File: config.mk
export PLATFORM = sky130hd
export DESIGN_NAME = prog_mem_ctrl_flat
export DESIGN_NICKNAME = d
export VERILOG_FILES = /design/src/rtl/prog_mem_ctrl_if.sv /design/src/rtl/prog_mem_ctrl.sv /design/src/flat_wrapper.sv
export SDC_FILE = /design/constraint.sdc
export NUM_CORES = 1
export LEC_CHECK = 0
export BUFFER_PORTS_ARGS = -buffer_cell sky130_fd_sc_hd__buf_2
export CELL_PAD_IN_SITES_DETAIL_PLACEMENT = 0
export CELL_PAD_IN_SITES_GLOBAL_PLACEMENT = 2
export CORE_UTILIZATION = 26
export DETAILED_ROUTE_END_ITERATION = 16
export PLACE_DENSITY_LB_ADDON = 0.1
export SYNTH_ARGS = -nofsm -noshare
export SYNTH_HDL_FRONTEND = slang
export SYNTH_SLANG_ARGS = --single-unit
File: constraint.sdc
create_clock -name clk -period 2.4 [get_ports clk]
set_input_delay 0.36 -clock clk [delete_from_list [all_inputs] [get_ports clk]]
set_output_delay 0.36 -clock clk [all_outputs]
set_load 0.02 [all_outputs]
File: src/rtl/prog_mem_ctrl_if.sv
// Bus bundle for the program RAM controller: debug/JTAG access port,
// user read ports and the RAM-side interface.
interface prog_mem_ctrl_if #(
    parameter int MEM_ADDR_WIDTH = 10,
    parameter int MEM_DATA_WIDTH = 32,
    parameter int NUM_PORTS      = 2
);
    localparam int BE_W = MEM_DATA_WIDTH / 8;

    logic                                dbg_en;
    logic                                dbg_req;
    logic                                dbg_we;
    logic                                dbg_load;
    logic                                dbg_autoinc;
    logic [MEM_ADDR_WIDTH-1:0]           dbg_addr;
    logic [MEM_DATA_WIDTH-1:0]           dbg_wdata;
    logic [BE_W-1:0]                     dbg_be;
    logic [MEM_DATA_WIDTH-1:0]           dbg_rdata;
    logic                                dbg_ack;
    logic                                dbg_overrun;
    logic                                dbg_mode;
    logic                                cpu_rst_n;

    logic [NUM_PORTS-1:0]                usr_req;
    logic [NUM_PORTS*MEM_ADDR_WIDTH-1:0] usr_addr;
    logic [NUM_PORTS-1:0]                usr_gnt;
    logic [NUM_PORTS-1:0]                usr_valid;
    logic [NUM_PORTS*MEM_DATA_WIDTH-1:0] usr_rdata;

    logic                                mem_en;
    logic                                mem_we;
    logic [BE_W-1:0]                     mem_be;
    logic [MEM_ADDR_WIDTH-1:0]           mem_addr;
    logic [MEM_DATA_WIDTH-1:0]           mem_wdata;
    logic [MEM_DATA_WIDTH-1:0]           mem_rdata;

    modport slave (
        input  dbg_en, dbg_req, dbg_we, dbg_load, dbg_autoinc, dbg_addr, dbg_wdata, dbg_be,
        output dbg_rdata, dbg_ack, dbg_overrun, dbg_mode, cpu_rst_n,
        input  usr_req, usr_addr,
        output usr_gnt, usr_valid, usr_rdata,
        output mem_en, mem_we, mem_be, mem_addr, mem_wdata,
        input  mem_rdata
    );

    modport master (
        output dbg_en, dbg_req, dbg_we, dbg_load, dbg_autoinc, dbg_addr, dbg_wdata, dbg_be,
        input  dbg_rdata, dbg_ack, dbg_overrun, dbg_mode, cpu_rst_n,
        output usr_req, usr_addr,
        input  usr_gnt, usr_valid, usr_rdata,
        input  mem_en, mem_we, mem_be, mem_addr, mem_wdata,
        output mem_rdata
    );
endinterface

File: src/rtl/prog_mem_ctrl.sv
// Program RAM controller: round-robin user read ports plus a debug/programming
// port that locks out users and holds the CPU in reset while active.
module prog_mem_ctrl #(
    parameter int MEM_ADDR_WIDTH = 10,
    parameter int MEM_DATA_WIDTH = 32,
    parameter int NUM_PORTS      = 2
) (
    input logic           clk,
    input logic           rst,
    prog_mem_ctrl_if.slave bus
);
    localparam int AW = MEM_ADDR_WIDTH;
    localparam int DW = MEM_DATA_WIDTH;
    localparam int BW = MEM_DATA_WIDTH / 8;
    localparam int PW = (NUM_PORTS > 1) ? $clog2(NUM_PORTS) : 1;

    typedef enum logic [2:0] {
        NORMAL,
        DRAIN,
        DBG_IDLE,
        DBG_WR,
        DBG_RD,
        DBG_RDW
    } state_t;

    state_t                  state_q, state_d;
    logic                    drain_cnt_q, drain_cnt_d;
    logic [PW-1:0]           prio_q, prio_d;
    logic [AW-1:0]           ptr_q, ptr_d;
    logic [AW-1:0]           acc_addr_q, acc_addr_d;
    logic [DW-1:0]           acc_wdata_q, acc_wdata_d;
    logic [BW-1:0]           acc_be_q, acc_be_d;
    logic                    dbg_ack_q, dbg_ack_d;
    logic [DW-1:0]           dbg_rdata_q, dbg_rdata_d;
    logic                    dbg_overrun_q, dbg_overrun_d;
    logic                    dbg_mode_q, dbg_mode_d;
    logic                    cpu_rst_n_q, cpu_rst_n_d;
    logic [NUM_PORTS-1:0]    rd_vld_p1_q, rd_vld_p1_d;
    logic [NUM_PORTS-1:0]    usr_valid_q, usr_valid_d;
    logic [NUM_PORTS*DW-1:0] usr_rdata_q, usr_rdata_d;

    logic [NUM_PORTS-1:0]    gnt;
    logic [AW-1:0]           gnt_addr;
    logic [AW-1:0]           dbg_acc_addr;

    // Round-robin search starting at prio_q; grants are held off during reset
    always_comb begin
        int   idx;
        logic found;
        idx      = 0;
        found    = 1'b0;
        gnt      = '0;
        gnt_addr = '0;
        prio_d   = prio_q;
        if (!rst && state_q == NORMAL) begin
            for (int k = 0; k < NUM_PORTS; k++) begin
                idx = int'(prio_q) + k;
                if (idx >= NUM_PORTS) idx = idx - NUM_PORTS;
                if (!found && bus.usr_req[idx]) begin
                    found    = 1'b1;
                    gnt[idx] = 1'b1;
                    gnt_addr = bus.usr_addr[idx*AW +: AW];
                    prio_d   = (idx == NUM_PORTS - 1) ? '0 : PW'(idx + 1);
                end
            end
        end
    end

    always_comb begin
        state_d       = state_q;
        drain_cnt_d   = drain_cnt_q;
        ptr_d         = ptr_q;
        acc_addr_d    = acc_addr_q;
        acc_wdata_d   = acc_wdata_q;
        acc_be_d      = acc_be_q;
        dbg_ack_d     = 1'b0;
        dbg_rdata_d   = dbg_rdata_q;
        dbg_overrun_d = dbg_overrun_q;
        dbg_acc_addr  = bus.dbg_autoinc ? (bus.dbg_load ? bus.dbg_addr : ptr_q) : bus.dbg_addr;

        if (bus.dbg_req && state_q != DBG_IDLE) dbg_overrun_d = 1'b1;

        unique case (state_q)
            NORMAL: begin
                if (bus.dbg_en) begin
                    state_d     = DRAIN;
                    drain_cnt_d = 1'b0;
                end
            end
            DRAIN: begin
                // Two cycles cover the grant issued in the cycle dbg_en rose
                drain_cnt_d = 1'b1;
                if (drain_cnt_q) state_d = DBG_IDLE;
            end
            DBG_IDLE: begin
                if (bus.dbg_req) begin
                    acc_addr_d  = dbg_acc_addr;
                    acc_wdata_d = bus.dbg_wdata;
                    acc_be_d    = bus.dbg_be;
                    if (bus.dbg_load)    ptr_d = bus.dbg_addr;
                    if (bus.dbg_autoinc) ptr_d = dbg_acc_addr + AW'(1);
                    state_d = bus.dbg_we ? DBG_WR : DBG_RD;
                end else if (!bus.dbg_en) begin
                    state_d = NORMAL;
                end
            end
            DBG_WR: begin
                dbg_ack_d = 1'b1;
                state_d   = DBG_IDLE;
            end
            DBG_RD: begin
                state_d = DBG_RDW;
            end
            DBG_RDW: begin
                dbg_ack_d   = 1'b1;
                dbg_rdata_d = bus.mem_rdata;
                state_d     = DBG_IDLE;
            end
            default: state_d = NORMAL;
        endcase

        dbg_mode_d  = (state_d != NORMAL);
        cpu_rst_n_d = (state_d == NORMAL);
    end

    always_comb begin
        rd_vld_p1_d = gnt;
        usr_valid_d = rd_vld_p1_q;
        usr_rdata_d = usr_rdata_q;
        for (int i = 0; i < NUM_PORTS; i++) begin
            if (rd_vld_p1_q[i]) usr_rdata_d[i*DW +: DW] = bus.mem_rdata;
        end
    end

    // RAM side; an access in flight when rst rises never reaches the RAM
    always_comb begin
        bus.mem_en    = 1'b0;
        bus.mem_we    = 1'b0;
        bus.mem_be    = '0;
        bus.mem_addr  = '0;
        bus.mem_wdata = '0;
        if (!rst) begin
            case (state_q)
                NORMAL: begin
                    bus.mem_en   = |gnt;
                    bus.mem_addr = gnt_addr;
                end
                DBG_WR: begin
                    bus.mem_en    = 1'b1;
                    bus.mem_we    = |acc_be_q;
                    bus.mem_be    = acc_be_q;
                    bus.mem_addr  = acc_addr_q;
                    bus.mem_wdata = acc_wdata_q;
                end
                DBG_RD: begin
                    bus.mem_en   = 1'b1;
                    bus.mem_addr = acc_addr_q;
                end
                default: ;
            endcase
        end
    end

    always_ff @(posedge clk) begin
        if (rst) begin
            state_q       <= NORMAL;
            drain_cnt_q   <= 1'b0;
            prio_q        <= '0;
            ptr_q         <= '0;
            dbg_ack_q     <= 1'b0;
            dbg_rdata_q   <= '0;
            dbg_overrun_q <= 1'b0;
            dbg_mode_q    <= 1'b0;
            cpu_rst_n_q   <= 1'b0;
            rd_vld_p1_q   <= '0;
            usr_valid_q   <= '0;
            usr_rdata_q   <= '0;
        end else begin
            state_q       <= state_d;
            drain_cnt_q   <= drain_cnt_d;
            prio_q        <= prio_d;
            ptr_q         <= ptr_d;
            dbg_ack_q     <= dbg_ack_d;
            dbg_rdata_q   <= dbg_rdata_d;
            dbg_overrun_q <= dbg_overrun_d;
            dbg_mode_q    <= dbg_mode_d;
            cpu_rst_n_q   <= cpu_rst_n_d;
            rd_vld_p1_q   <= rd_vld_p1_d;
            usr_valid_q   <= usr_valid_d;
            usr_rdata_q   <= usr_rdata_d;
        end
    end

    always_ff @(posedge clk) begin
        acc_addr_q  <= acc_addr_d;
        acc_wdata_q <= acc_wdata_d;
        acc_be_q    <= acc_be_d;
    end

    assign bus.usr_gnt     = gnt;
    assign bus.usr_valid   = usr_valid_q;
    assign bus.usr_rdata   = usr_rdata_q;
    assign bus.dbg_ack     = dbg_ack_q;
    assign bus.dbg_rdata   = dbg_rdata_q;
    assign bus.dbg_overrun = dbg_overrun_q;
    assign bus.dbg_mode    = dbg_mode_q;
    assign bus.cpu_rst_n   = cpu_rst_n_q;
endmodule

File: src/flat_wrapper.sv
// flat-port wrapper written by rule: the top's interface ports become plain ports
module prog_mem_ctrl_flat 
#(
    parameter int MEM_ADDR_WIDTH = 10,
    parameter int MEM_DATA_WIDTH = 32,
    parameter int NUM_PORTS      = 2
)
  (clk, rst, bus_dbg_en, bus_dbg_req, bus_dbg_we, bus_dbg_load, bus_dbg_autoinc, bus_dbg_addr, bus_dbg_wdata, bus_dbg_be, bus_dbg_rdata, bus_dbg_ack, bus_dbg_overrun, bus_dbg_mode, bus_cpu_rst_n, bus_usr_req, bus_usr_addr, bus_usr_gnt, bus_usr_valid, bus_usr_rdata, bus_mem_en, bus_mem_we, bus_mem_be, bus_mem_addr, bus_mem_wdata, bus_mem_rdata);
  prog_mem_ctrl_if #(.MEM_ADDR_WIDTH(MEM_ADDR_WIDTH), .MEM_DATA_WIDTH(MEM_DATA_WIDTH), .NUM_PORTS(NUM_PORTS)) bus_i ();
  input logic clk;
  input logic rst;
  input wire logic [$bits(bus_i.dbg_en)-1:0] bus_dbg_en;
  input wire logic [$bits(bus_i.dbg_req)-1:0] bus_dbg_req;
  input wire logic [$bits(bus_i.dbg_we)-1:0] bus_dbg_we;
  input wire logic [$bits(bus_i.dbg_load)-1:0] bus_dbg_load;
  input wire logic [$bits(bus_i.dbg_autoinc)-1:0] bus_dbg_autoinc;
  input wire logic [$bits(bus_i.dbg_addr)-1:0] bus_dbg_addr;
  input wire logic [$bits(bus_i.dbg_wdata)-1:0] bus_dbg_wdata;
  input wire logic [$bits(bus_i.dbg_be)-1:0] bus_dbg_be;
  output wire logic [$bits(bus_i.dbg_rdata)-1:0] bus_dbg_rdata;
  output wire logic [$bits(bus_i.dbg_ack)-1:0] bus_dbg_ack;
  output wire logic [$bits(bus_i.dbg_overrun)-1:0] bus_dbg_overrun;
  output wire logic [$bits(bus_i.dbg_mode)-1:0] bus_dbg_mode;
  output wire logic [$bits(bus_i.cpu_rst_n)-1:0] bus_cpu_rst_n;
  input wire logic [$bits(bus_i.usr_req)-1:0] bus_usr_req;
  input wire logic [$bits(bus_i.usr_addr)-1:0] bus_usr_addr;
  output wire logic [$bits(bus_i.usr_gnt)-1:0] bus_usr_gnt;
  output wire logic [$bits(bus_i.usr_valid)-1:0] bus_usr_valid;
  output wire logic [$bits(bus_i.usr_rdata)-1:0] bus_usr_rdata;
  output wire logic [$bits(bus_i.mem_en)-1:0] bus_mem_en;
  output wire logic [$bits(bus_i.mem_we)-1:0] bus_mem_we;
  output wire logic [$bits(bus_i.mem_be)-1:0] bus_mem_be;
  output wire logic [$bits(bus_i.mem_addr)-1:0] bus_mem_addr;
  output wire logic [$bits(bus_i.mem_wdata)-1:0] bus_mem_wdata;
  input wire logic [$bits(bus_i.mem_rdata)-1:0] bus_mem_rdata;
  assign bus_i.dbg_en = bus_dbg_en;
  assign bus_i.dbg_req = bus_dbg_req;
  assign bus_i.dbg_we = bus_dbg_we;
  assign bus_i.dbg_load = bus_dbg_load;
  assign bus_i.dbg_autoinc = bus_dbg_autoinc;
  assign bus_i.dbg_addr = bus_dbg_addr;
  assign bus_i.dbg_wdata = bus_dbg_wdata;
  assign bus_i.dbg_be = bus_dbg_be;
  assign bus_dbg_rdata = bus_i.dbg_rdata;
  assign bus_dbg_ack = bus_i.dbg_ack;
  assign bus_dbg_overrun = bus_i.dbg_overrun;
  assign bus_dbg_mode = bus_i.dbg_mode;
  assign bus_cpu_rst_n = bus_i.cpu_rst_n;
  assign bus_i.usr_req = bus_usr_req;
  assign bus_i.usr_addr = bus_usr_addr;
  assign bus_usr_gnt = bus_i.usr_gnt;
  assign bus_usr_valid = bus_i.usr_valid;
  assign bus_usr_rdata = bus_i.usr_rdata;
  assign bus_mem_en = bus_i.mem_en;
  assign bus_mem_we = bus_i.mem_we;
  assign bus_mem_be = bus_i.mem_be;
  assign bus_mem_addr = bus_i.mem_addr;
  assign bus_mem_wdata = bus_i.mem_wdata;
  assign bus_i.mem_rdata = bus_mem_rdata;
  prog_mem_ctrl #(.MEM_ADDR_WIDTH(MEM_ADDR_WIDTH), .MEM_DATA_WIDTH(MEM_DATA_WIDTH), .NUM_PORTS(NUM_PORTS)) u_core (.clk(clk), .rst(rst), .bus(bus_i));
endmodule
; ---- Word-level counts from Yosys, hierarchy flattened
; Index checks and enable logic that the tools add are counted.
; W data, S select, Z words.
[classes]
bitwise = 1
n_reduce_logical = 19
n_shift = 2
n_addsub = 6
magnitude_cmp = 6
n_eq_ne = 9
mul = 2
n_mux = 49
[ops]
columns = operator, n
row1 = $mux W32, 6
row2 = $mux W10, 7
row3 = $eq A32 B2 Y1 const B, 2
row4 = $ge A32 B1 Y1 const B, 2
row5 = $lt A32 B3 Y1 const B, 2
row6 = $mul A32 B4 Y31 const B, 2
row7 = $shiftx A20 B32 Y10, 2
row8 = $ge A32 B3 Y1 const B, 1
row9 = $sub A32 B3 Y32 const B, 1
row10 = $pmux W10 S2, 1
row11 = $mux W1, 19
row12 = $mux W3, 5
row13 = $pmux W3 S5, 1
row14 = $add A10 B1 Y10 const B, 1
row15 = $mux W2, 4
row16 = $mux W4, 2
row17 = $eq A3 B2 Y1 const B, 2
row18 = $eq A3 B3 Y1 const B, 2
row19 = $logic_not A3 Y1, 2
row20 = $reduce_and A2 Y1, 3
row21 = $reduce_or A2 Y1, 3
row22 = $logic_and A1 B1 Y1, 5
row23 = $pmux W1 S2, 2
row24 = $reduce_bool A2 Y1, 2
row25 = 12 further kinds, 15
[totals]
regBits = 165
in_bits = 107
wordCells = 110

; ---- Longest topological paths before layout
; Gate-level depths: netlist of run 1.
[depth]
ltp_word = 15
mapped_depth = 12
depth_no_buf = 8

; ---- Worst setup path after synthesis of run 1
; OpenSTA, ideal clock, no wires.
[synth_timing]
path_type = input-to-reg
start = input bus_dbg_load
end = register u_core.ptr_q[2]
setup_ns = 0.074
t_required_ns = 2.326
arrival_ns = 2.385
n_path_buf = 4
cell_stages = 10
setup_slack_ns = -0.059
cell_sequence = buf_6 nand2b_4 buf_6 clkbuf_1 mux2_2 ha_1 and2_1 clkbuf_1 or3_1 a31oi_1
[synth_via]
elab_chain_cells = 4
[synth_lines]
columns = element, line
row1 = start: declaration, flat_wrapper.sv:15  ; input wire logic [$bits(bus_i.dbg_load)-1:0] bus_dbg_load;
row2 = $mux W10 (2 in a row), prog_mem_ctrl.sv:79  ; dbg_acc_addr = bus.dbg_autoinc ? (bus.dbg_load ? bus.dbg_addr : ptr_q) : bus.dbg_addr;
row3 = via u_core.dbg_acc_addr[0], prog_mem_ctrl.sv:44  ; logic [AW-1:0] dbg_acc_addr;
row4 = $add A10 B1 Y10, prog_mem_ctrl.sv:101  ; if (bus.dbg_autoinc) ptr_d = dbg_acc_addr + AW'(1);
row5 = $mux W10, prog_mem_ctrl.sv:101
row6 = end signal: assignment, prog_mem_ctrl.sv:182  ; ptr_q <= ptr_d;
row7 = end: declaration, prog_mem_ctrl.sv:29  ; logic [AW-1:0] ptr_q, ptr_d;
; The timed path passes the listed nets, and every way through them passes these cells.
; A chain may end at the register's enable or synchronous reset.

; ---- Worst setup path after layout of run 1
[layout_timing]
start = register u_core.state_q[0]
end = output bus_mem_addr[6]
[layout_via]
elab_chain_cells = 5
elab_cells_between_ends = 8
classes_between = eq/ne (2) / mux (3) / reduce/logical (3)
[layout_lines]
columns = element, line
row1 = start: declaration, prog_mem_ctrl.sv:26  ; state_t state_q, state_d;
row2 = start signal: assignment, prog_mem_ctrl.sv:179  ; state_q <= state_d;
row3 = $logic_not A3 Y1, "prog_mem_ctrl.sv:55, prog_mem_ctrl.sv:143"
row4 = $logic_and A1 B1 Y1, prog_mem_ctrl.sv:55  ; if (!rst && state_q == NORMAL) begin
row5 = $mux W10, prog_mem_ctrl.sv:55
row6 = $pmux W10 S2 *, prog_mem_ctrl.sv:143  ; case (state_q)
row7 = $mux W10 *, prog_mem_ctrl.sv:142  ; if (!rst) begin
row8 = end: declaration, flat_wrapper.sv:33  ; output wire logic [$bits(bus_i.mem_addr)-1:0] bus_mem_addr;
; Mark *: on every way between the ends. The rest lies on a longest branch, timed or not.

==> summary.md, run 1 <==
| Metric | Value |
|---|---|
| Outcome | `finished, final reports clean` |
| Estimated wirelength of the detail-placed design | `14700 um` |
| CP max stage delay | `0.38 ns` |
| Setup-violating endpoint count in the final report | `0` |
| Setup repair after global routing missed its margin | `false` |
| Data required time of the worst path | `2.04 ns` |
| Post-CTS Hold Fix Bufs | `0` |
| Share of flip-flops with an asynchronous set or reset after synthesis | `0` |
| Worst-Skew Late Latency | `0.42 ns` |
| Fin Setup TNS | `0 ns` |
| Hold endpoint | `u_core.acc_wdata_q[28]$_DFFE_PP_` |
| Relative max-transition margin | `0.586` |
| Number of max-slew violations in the final report | `0` |
| Overall via count from detail_route | `5843` |
| Number of buffers and inverters on the critical path | `2` |
| Actual slew at the worst max-slew pin | `0.621 ns` |
| Global-route total usage across every layer | `0.154` |
| Count of flip-flops with a built-in enable after synthesis | `46` |
| Register clock-pin slew on the reported worst setup and hold paths | `0.07 ns` |
| Worst reg2reg path depth | `7` |
| Layout cell share with drive strength beyond 1 | `0.347` |
| CP top delay family | `simple AND/OR/NAND/NOR gates` |
| Htree depth | `4` |
| Cell depth of the worst setup path | `6` |
| Combined flip-flop and latch cell area | `3770 sq um` |
| Net count reported at finish | `1039` |
| Commonest cells after routing, fill and taps aside | `257 x buf_2, 117 x dfxtp_1, 93 x nand2_1, 92 x nor2_1, 74 x mux2i_1` |
| Fin crit period | `2.29 ns` |
| Remaining global-route overflow | `0` |
| Floorplan die area | `26800 sq um` |
| Mapped cell area | `6810 sq um` |
| Via count of the first global-routing pass | `5730` |
| Type of the setup path with the least slack | `register to output port` |
| Kind of capture point of the worst setup path | `output port` |
| Number of storage elements in the synthesis netlist | `165` |
| Hold path cells | `1` |
| Vias per cell | `4.59` |
| Maximum root-to-sink buffer count | `2` |
| Final weighted congestion of routability-driven global placement | `0.771` |
| Seq/Total Area, Yosys | `0.553` |
| Path category of the worst min-delay check | `primary input to register` |
| Number of distinct library cells after synthesis | `47` |
| Most numerous cell on the critical path | `nor2_1` |
| Setup clock skew after layout | `0.0144 ns` |
| Routed len/inst | `16.5 um` |
| Count of pins on the block boundary | `259` |
| Total number of placement rows | `58` |
| Number of endpoints with negative hold slack in the final report | `0` |
| Most common cell after layout, fill and taps aside | `buf_2` |
| Highest clock frequency the design can meet | `437 MHz` |
| Post-Synthesis Cells | `689` |
| Worst Min Path Start | `bus_dbg_wdata[28]` |
| Critical R2R Capture | `u_core.ptr_q[4]$_SDFFE_PP0P_` |
| Startpoint type of the worst setup path | `register` |
| Synthesis-to-layout area growth | `33.2%` |
| Syn Nets | `797` |
| Leak Pwr | `3.85 nW` |
| Startpoint of the worst-slack reg-to-reg timing path | `u_core.state_q[1]$_SDFF_PP0_` |
| Max capacitance violation total | `0` |
| Aggregate routed wire length | `21000 um` |
| CTS Sinks | `165` |
| # port buffers | `258` |
| Largest net degree at the start of global routing | `117` |
| Floorplan Core Area | `25400 sq um` |
| Total number of yosys warnings | `0` |
| Filler instances | `2679` |
| Number of buffers created by CTS | `17` |
| Inserted Diodes | `0` |
| Remaining number of nets flagged by the antenna check after routing | `0` |
| Detailed Routing Iterations Pass 1 | `4` |
| Drt initial violations | `256` |
| Critical-path cell list | `or2_4 > nor2_1 > buf_4 > a22oi_1 > nor2_1 > buf_2` |
| Clock root buffer master | `clkbuf_16` |
| P per Cell Area | `698 nW/um^2` |
| Initial Util | `0.268` |
| Register-to-register path setup slack | `0.30 ns` |
| Post-route clock period utilization | `0.953` |
| CP max-delay cell | `dfxtp_1` |
| Avg Cell Area, Syn | `9.88 sq um` |
| Top fanout value on the critical path | `17` |
| DIE HEIGHT | `164 um` |
| Antenna violations before repair | `2` |
| Tightest hold margin | `0.107 ns` |
| Die X | `164 um` |
| Crit path DAT | `1.93 ns` |
| Commonest register cell after synthesis | `dfxtp_1` |
| Post-route DRC | `0` |
| Area of combinational cells with multiple inputs | `2830 sq um` |
| Wire length of the first global-routing pass | `31800 um` |
| CTS tree | `built` |
| Maximum vdd drop | `0.286 mV` |
## kinds of logic (layout without fill, tap and decap cells)
| logic type | Yosys count | in the layout | share of synthesized area |
|---|---|---|---|
| muxes | 85 | 85 | 0.129 |
| and+or+nand+nor | 272 | 272 | 0.181 |
| adders and majority gates | 1 | 1 | 0.00184 |
| buffers and inverters | 56 | 311 | 0.0333 |
| AOI/OAI and AO/OA | 110 | 110 | 0.102 |
| DFF | 165 | 165 | 0.553 |
## cells in the mapped netlist (10+ instances only)
library cell | n | area share
dfxtp_1 | 119 | 0.35
nand3_1 | 10 | 0.0074
clkbuf_1 | 44 | 0.024
edfxtp_1 | 46 | 0.20
a22oi_1 | 15 | 0.017
mux2i_1 | 74 | 0.11
a32oi_1 | 10 | 0.013
nor2_1 | 93 | 0.051
nand2_1 | 93 | 0.051
and2_1 | 39 | 0.036
o21ai_0 | 20 | 0.015
a21oi_1 | 41 | 0.030
## flip-flops by register name, indices dropped and copies added (netlist names), 2 cells and up
signal / flops
u_core.bus.usr_rdata: 64
u_core.acc_wdata_q: 32
u_core.bus.dbg_rdata: 32
u_core.acc_addr_q: 10
u_core.ptr_q: 10
u_core.acc_be_q: 4
u_core.state_q: 3
u_core.bus.usr_valid: 2
u_core.rd_vld_p1_q: 2
## area by class of cell
class,count,area share
repair buffers,273,0.161
well taps,330,0.0455
inverters,6,0.00290
clock buffers,20,0.0516
flip-flops and latches,165,0.415
clock inverters,12,0.0117
multi-input cells,468,0.312
## metal layers
| metal | vias to the layer above | wire (um) | track usage | share of wire |
|---|---|---|---|---|
| met4 | 2 | 309 | 0.0513 | 0.015 |
| met5 | - | 13 | 0 | 0.00062 |
| met1 | 2787 | 9230 | 0.191 | 0.44 |
| li1 | 2875 | - | - | - |
| met3 | 23 | 1100 | 0.0328 | 0.052 |
| met2 | 156 | 10400 | 0.266 | 0.49 |
## worst max path at each step
stage	start	endpoint	slack (ns)
4_1_cts	u_core.state_q[0]$_SDFF_PP0_	bus_mem_addr[6]	0.04
5_1_grt	u_core.state_q[1]$_SDFF_PP0_	bus_mem_addr[6]	0.002
3_3_place_gp	bus_dbg_load	u_core.ptr_q[8]$_SDFFE_PP0P_	0.29
6_report	u_core.state_q[0]$_SDFF_PP0_	bus_mem_addr[6]	0.11
3_5_place_dp	bus_dbg_load	u_core.ptr_q[8]$_SDFFE_PP0P_	0.23
2_1_floorplan	bus_dbg_load	u_core.ptr_q[8]$_SDFFE_PP0P_	0.04
## stage by stage
step	utilization	setup slack (ns)	total power (W)	std cells	cell area (sq um)
6_report	0.357	0.112	0.00633	1274	9070
3_5_place_dp	0.334	0.232	0.00371	1241	8480
3_3_place_gp	0.334	0.292	0.00370	1241	8480
4_1_cts	0.356	0.0391	0.00645	1273	9050
2_1_floorplan	-	0.0417	0.00342	689	6810
5_1_grt	0.357	0.00207	0.00661	1274	9070
## power breakdown
| group | leakage (nW) | switching (W) | internal, W |
|---|---|---|---|
| registers | 1.38 | 0.0000559 | 0.00294 |
| clock network | 0.282 | 0.00124 | 0.00145 |
| logic | 2.19 | 0.000385 | 0.000264 |
| total | 3.85 | 0.00168 | 0.00465 |
## what timing repair did
| action | 4_1_cts | 5_1_grt |
|---|---|---|
| resized for setup | 1 | 3 |
| endpoints found under the setup margin | 10 | 10 |
| setup buffers | 0 | 1 |
| pin swaps | 0 | 1 |
Power figures use the tool's default switching activity.
==> run 2: changes to the inputs <==
- ABC_AREA: default -> 1
- CORE_UTILIZATION: 26 -> 24
==> summary.md, run 2 <==
| Metric | Value |
|---|---|
| Seq/Total Area, Yosys | `0.551 (was 0.553)` |
| Floorplan Core Area | `27900 sq um (was 25400 sq um)` |
| Post-route clock period utilization | `0.944 (was 0.953)` |
| Post-route DRC | `0 (unchanged)` |
| CP max stage delay | `0.38 ns (about the same)` |
| Path category of the worst min-delay check | `primary input to register (unchanged)` |
| Startpoint of the worst-slack reg-to-reg timing path | `u_core.state_q[0]$_SDFF_PP0_ (was u_core.state_q[1]$_SDFF_PP0_)` |
| Register clock-pin slew on the reported worst setup and hold paths | `0.08 ns (was 0.07 ns)` |
| Commonest cells after routing, fill and taps aside | `264 x nor2_1, 257 x buf_2, 127 x o21ai_0, 116 x dfxtp_1 (was 257 x buf_2, 117 x dfxtp_1, 93 x nand2_1, 92 x nor2_1, 74 x mux2i_1)` |
| Avg Cell Area, Syn | `7.86 sq um (was 9.88 sq um)` |
| Net count reported at finish | `1229 (was 1039)` |
| Overall via count from detail_route | `6416 (was 5843)` |
| Global routing met1 resource utilization | `0.209 (was 0.191)` |
| Most frequent cell after synthesis | `nor2_1 (was dfxtp_1)` |
| Flip-flop count of the largest register, all copies and words added | `64 (unchanged)` |
| Die X | `171 um (was 164 um)` |
| GRT Max-Usage Layer | `met2 (unchanged)` |
| Placed inst area | `8550 sq um (was 8480 sq um)` |
| Floorplan die area | `29200 sq um (was 26800 sq um)` |
| Aggregate routed wire length | `23400 um (was 21000 um)` |
| Worst-case setup margin in the final layout | `0.134 ns (was 0.112 ns)` |
| CTS Sinks | `165 (unchanged)` |
| Crit path DAT | `1.91 ns (was 1.93 ns)` |
| Detailed Routing Iterations Pass 1 | `4 (unchanged)` |
| Number of distinct library cells after synthesis | `39 (was 47)` |
| Number of buffers created by CTS | `17 (unchanged)` |
| Initial Util | `0.245 (was 0.268)` |
| Remaining number of nets flagged by the antenna check after routing | `0 (unchanged)` |
| Final weighted congestion of routability-driven global placement | `0.850 (was 0.771)` |
| CP max-delay cell | `dfxtp_4 (was dfxtp_1)` |
| CP Launch Point | `u_core.prio_q$_SDFFE_PP0P_ (was u_core.state_q[0]$_SDFF_PP0_)` |
| Pre-CTS worst setup slack | `0.291 ns (was 0.232 ns)` |
| Most common cell after layout, fill and taps aside | `nor2_1 (was buf_2)` |
| Htree depth | `4 (unchanged)` |
| Share of flip-flops with an asynchronous set or reset after synthesis | `0 (unchanged)` |
| P per Cell Area | `726 nW/um^2 (was 698 nW/um^2)` |
| Number of storage elements in the synthesis netlist | `165 (unchanged)` |
| Antenna violations before repair | `3 (was 2)` |
| Global routing usage on met2 | `0.244 (was 0.266)` |
| DIE HEIGHT | `171 um (was 164 um)` |
| Startpoint type of the worst setup path | `register (unchanged)` |
| Clock root buffer master | `clkbuf_16 (unchanged)` |
| Global-route total usage across every layer | `0.157 (was 0.154)` |
| Largest net degree at the start of global routing | `104 (was 117)` |
| Mapped cell area | `6840 sq um (was 6810 sq um)` |
| Worst-Skew Late Latency | `0.43 ns (was 0.42 ns)` |
| Highest clock frequency the design can meet | `441 MHz (was 437 MHz)` |
| Data required time of the worst path | `2.04 ns (about the same)` |
| Routed len/inst | `15.4 um (was 16.5 um)` |
| Area share of the largest cell type after synthesis | `0.348 (was 0.350)` |
| Outcome | `finished, final reports clean (unchanged)` |
| Syn Nets | `978 (was 797)` |
| Area of all placed cells without fillers | `9260 sq um (was 9070 sq um)` |
| Top fanout value on the critical path | `16 (was 17)` |
| Critical-path cell list | `buf_6 > o21ai_0 > nand2_1 > a21oi_1 > o21ai_0 > a21oi_1 > buf_2 (was or2_4 > nor2_1 > buf_4 > a22oi_1 > nor2_1 > buf_2)` |
| Commonest register cell after synthesis | `dfxtp_1 (unchanged)` |
| Max capacitance violation total | `0 (unchanged)` |
| Fin crit period | `2.27 ns (was 2.29 ns)` |
| Number of endpoints with negative hold slack in the final report | `0 (unchanged)` |
| Setup clock skew after layout | `0.0181 ns (was 0.0144 ns)` |
| Top cells by area, synth | `dfxtp_1 35%, edfxtp_1 20%, nor2_1 15% (was dfxtp_1 35%, edfxtp_1 20%, mux2i_1 11%)` |
| Setup-violating endpoint count in the final report | `0 (unchanged)` |
| Total number of yosys warnings | `0 (unchanged)` |
| Remaining global-route overflow | `0 (unchanged)` |
| Type of the setup path with the least slack | `register to output port (unchanged)` |
| Relative max-transition margin | `0.661 (was 0.586)` |
| CTS tree | `built (unchanged)` |
| Count of flip-flops with a built-in enable after synthesis | `46 (unchanged)` |
| Via count of the first global-routing pass | `6101 (was 5730)` |
| Total number of placement rows | `61 (was 58)` |
| Library cell with the largest summed area after synthesis | `dfxtp_1 (unchanged)` |
| Worst Min Path Start | `bus_dbg_wdata[16] (was bus_dbg_wdata[28])` |
| Setup repair after global routing missed its margin | `true (was false)` |
| Layout cell share with drive strength beyond 1 | `0.300 (was 0.347)` |
| Drt initial violations | `351 (was 256)` |
| Post-synth top cells | `266 x nor2_1, 131 x o21ai_0, 119 x dfxtp_1 (was 119 x dfxtp_1, 93 x nand2_1, 93 x nor2_1)` |
| Leak Pwr | `4.62 nW (was 3.85 nW)` |
| Wire length of the first global-routing pass | `35200 um (was 31800 um)` |
| Kind of capture point of the worst setup path | `output port (unchanged)` |
| Actual slew at the worst max-slew pin | `0.507 ns (was 0.621 ns)` |
| Estimated wirelength of the detail-placed design | `16100 um (was 14700 um)` |
| Maximum root-to-sink buffer count | `2 (unchanged)` |
| Vias per cell | `4.23 (was 4.59)` |
| Count of pins on the block boundary | `259 (unchanged)` |
| Post-Synthesis Cells | `870 (was 689)` |
| Maximum vdd drop | `0.301 mV (was 0.286 mV)` |
| Synthesis-to-layout area growth | `35.5% (was 33.2%)` |
| # port buffers | `258 (unchanged)` |
| Tightest hold margin | `0.106 ns (was 0.107 ns)` |
| Fraction of met3 tracks used by global routing | `0.0398 (was 0.0328)` |
| Number of max-slew violations in the final report | `0 (unchanged)` |
## run 2: area by class of cell
type | count | area (sq um)
fill | 3060 | 18700
sequential | 165 | 3770
multi-input combinational | 575 | 2600
timing repair buffer | 274 | 1460
tap | 378 | 473
clock buffer | 19 | 464
inverter | 88 | 330
clock inverter | 13 | 154
antenna | 3 | 7.51
## run 2: routing by layer
| metal | vias up | wire, um | part of all wire |
|---|---|---|---|
| met4 | 0 | 483 | 0.021 |
| met1 | 2881 | 11000 | 0.47 |
| li1 | 3302 | - | - |
| met3 | 25 | 1720 | 0.074 |
| met5 | - | 0 | 0 |
| met2 | 208 | 10200 | 0.44 |
## run 2: path summary, 6_finish.rpt
check,to,slack (ns),depth (start not counted)
max,bus_mem_addr[0],0.13,7
min,u_core.acc_wdata_q[16]$_DFFE_PP_,0.11,1
max reg2reg,u_core.ptr_q[3]$_SDFFE_PP0P_,0.69,6
min reg2reg,u_core.ptr_q[0]$_SDFFE_PP0P_,0.47,2
## run 2: what timing repair did
| item | CTS | global route |
|---|---|---|
| setup endpoints to repair | 11 | 12 |
| gates resized for setup | 2 | 20 |
| hold buffers | 0 | 0 |
| pin swaps | 1 | 3 |
| setup buffers | 1 | 1 |
| endpoints found under the hold margin | 0 | 0 |
| cloned | 0 | 3 |
## run 2: kinds of logic after synthesis
family | after synthesis | share of synthesized area
adder cells (fa/ha/maj) | 1 | 0.00183
flip-flops | 165 | 0.551
XOR/XNOR | 3 | 0.00384
buffers and inverters | 133 | 0.0774
AO/OA/AOI/OAI | 177 | 0.138
AND/OR/NAND/NOR | 391 | 0.229
## run 2: worst max-delay path, delay by kind of cell (launching register included)
| family | cells | cell delay, ns |
|---|---|---|
| buffers and inverters | 2 | 0.34 |
| DFF | 1 | 0.38 |
| and+or+nand+nor | 1 | 0.09 |
| AOI/OAI and AO/OA | 4 | 0.68 |
## run 2: where the power goes
part | switching, W | internal, W
Combinational | 0.000576 | 0.000283
Sequential | 0.0000541 | 0.00297
Clock | 0.00134 | 0.00150
## run 2: metrics by stage
step / util / power (W) / TNS, ns / cells
finish: 0.332 / 0.00673 / 0 / 1515
global route: 0.331 / 0.00704 / -0.00712 / 1513
CTS: 0.329 / 0.00683 / 0 / 1508
detailed placement: 0.306 / 0.00393 / 0 / 1475
global placement: 0.306 / 0.00394 / 0 / 1475
floorplan: - / 0.00356 / 0 / 870
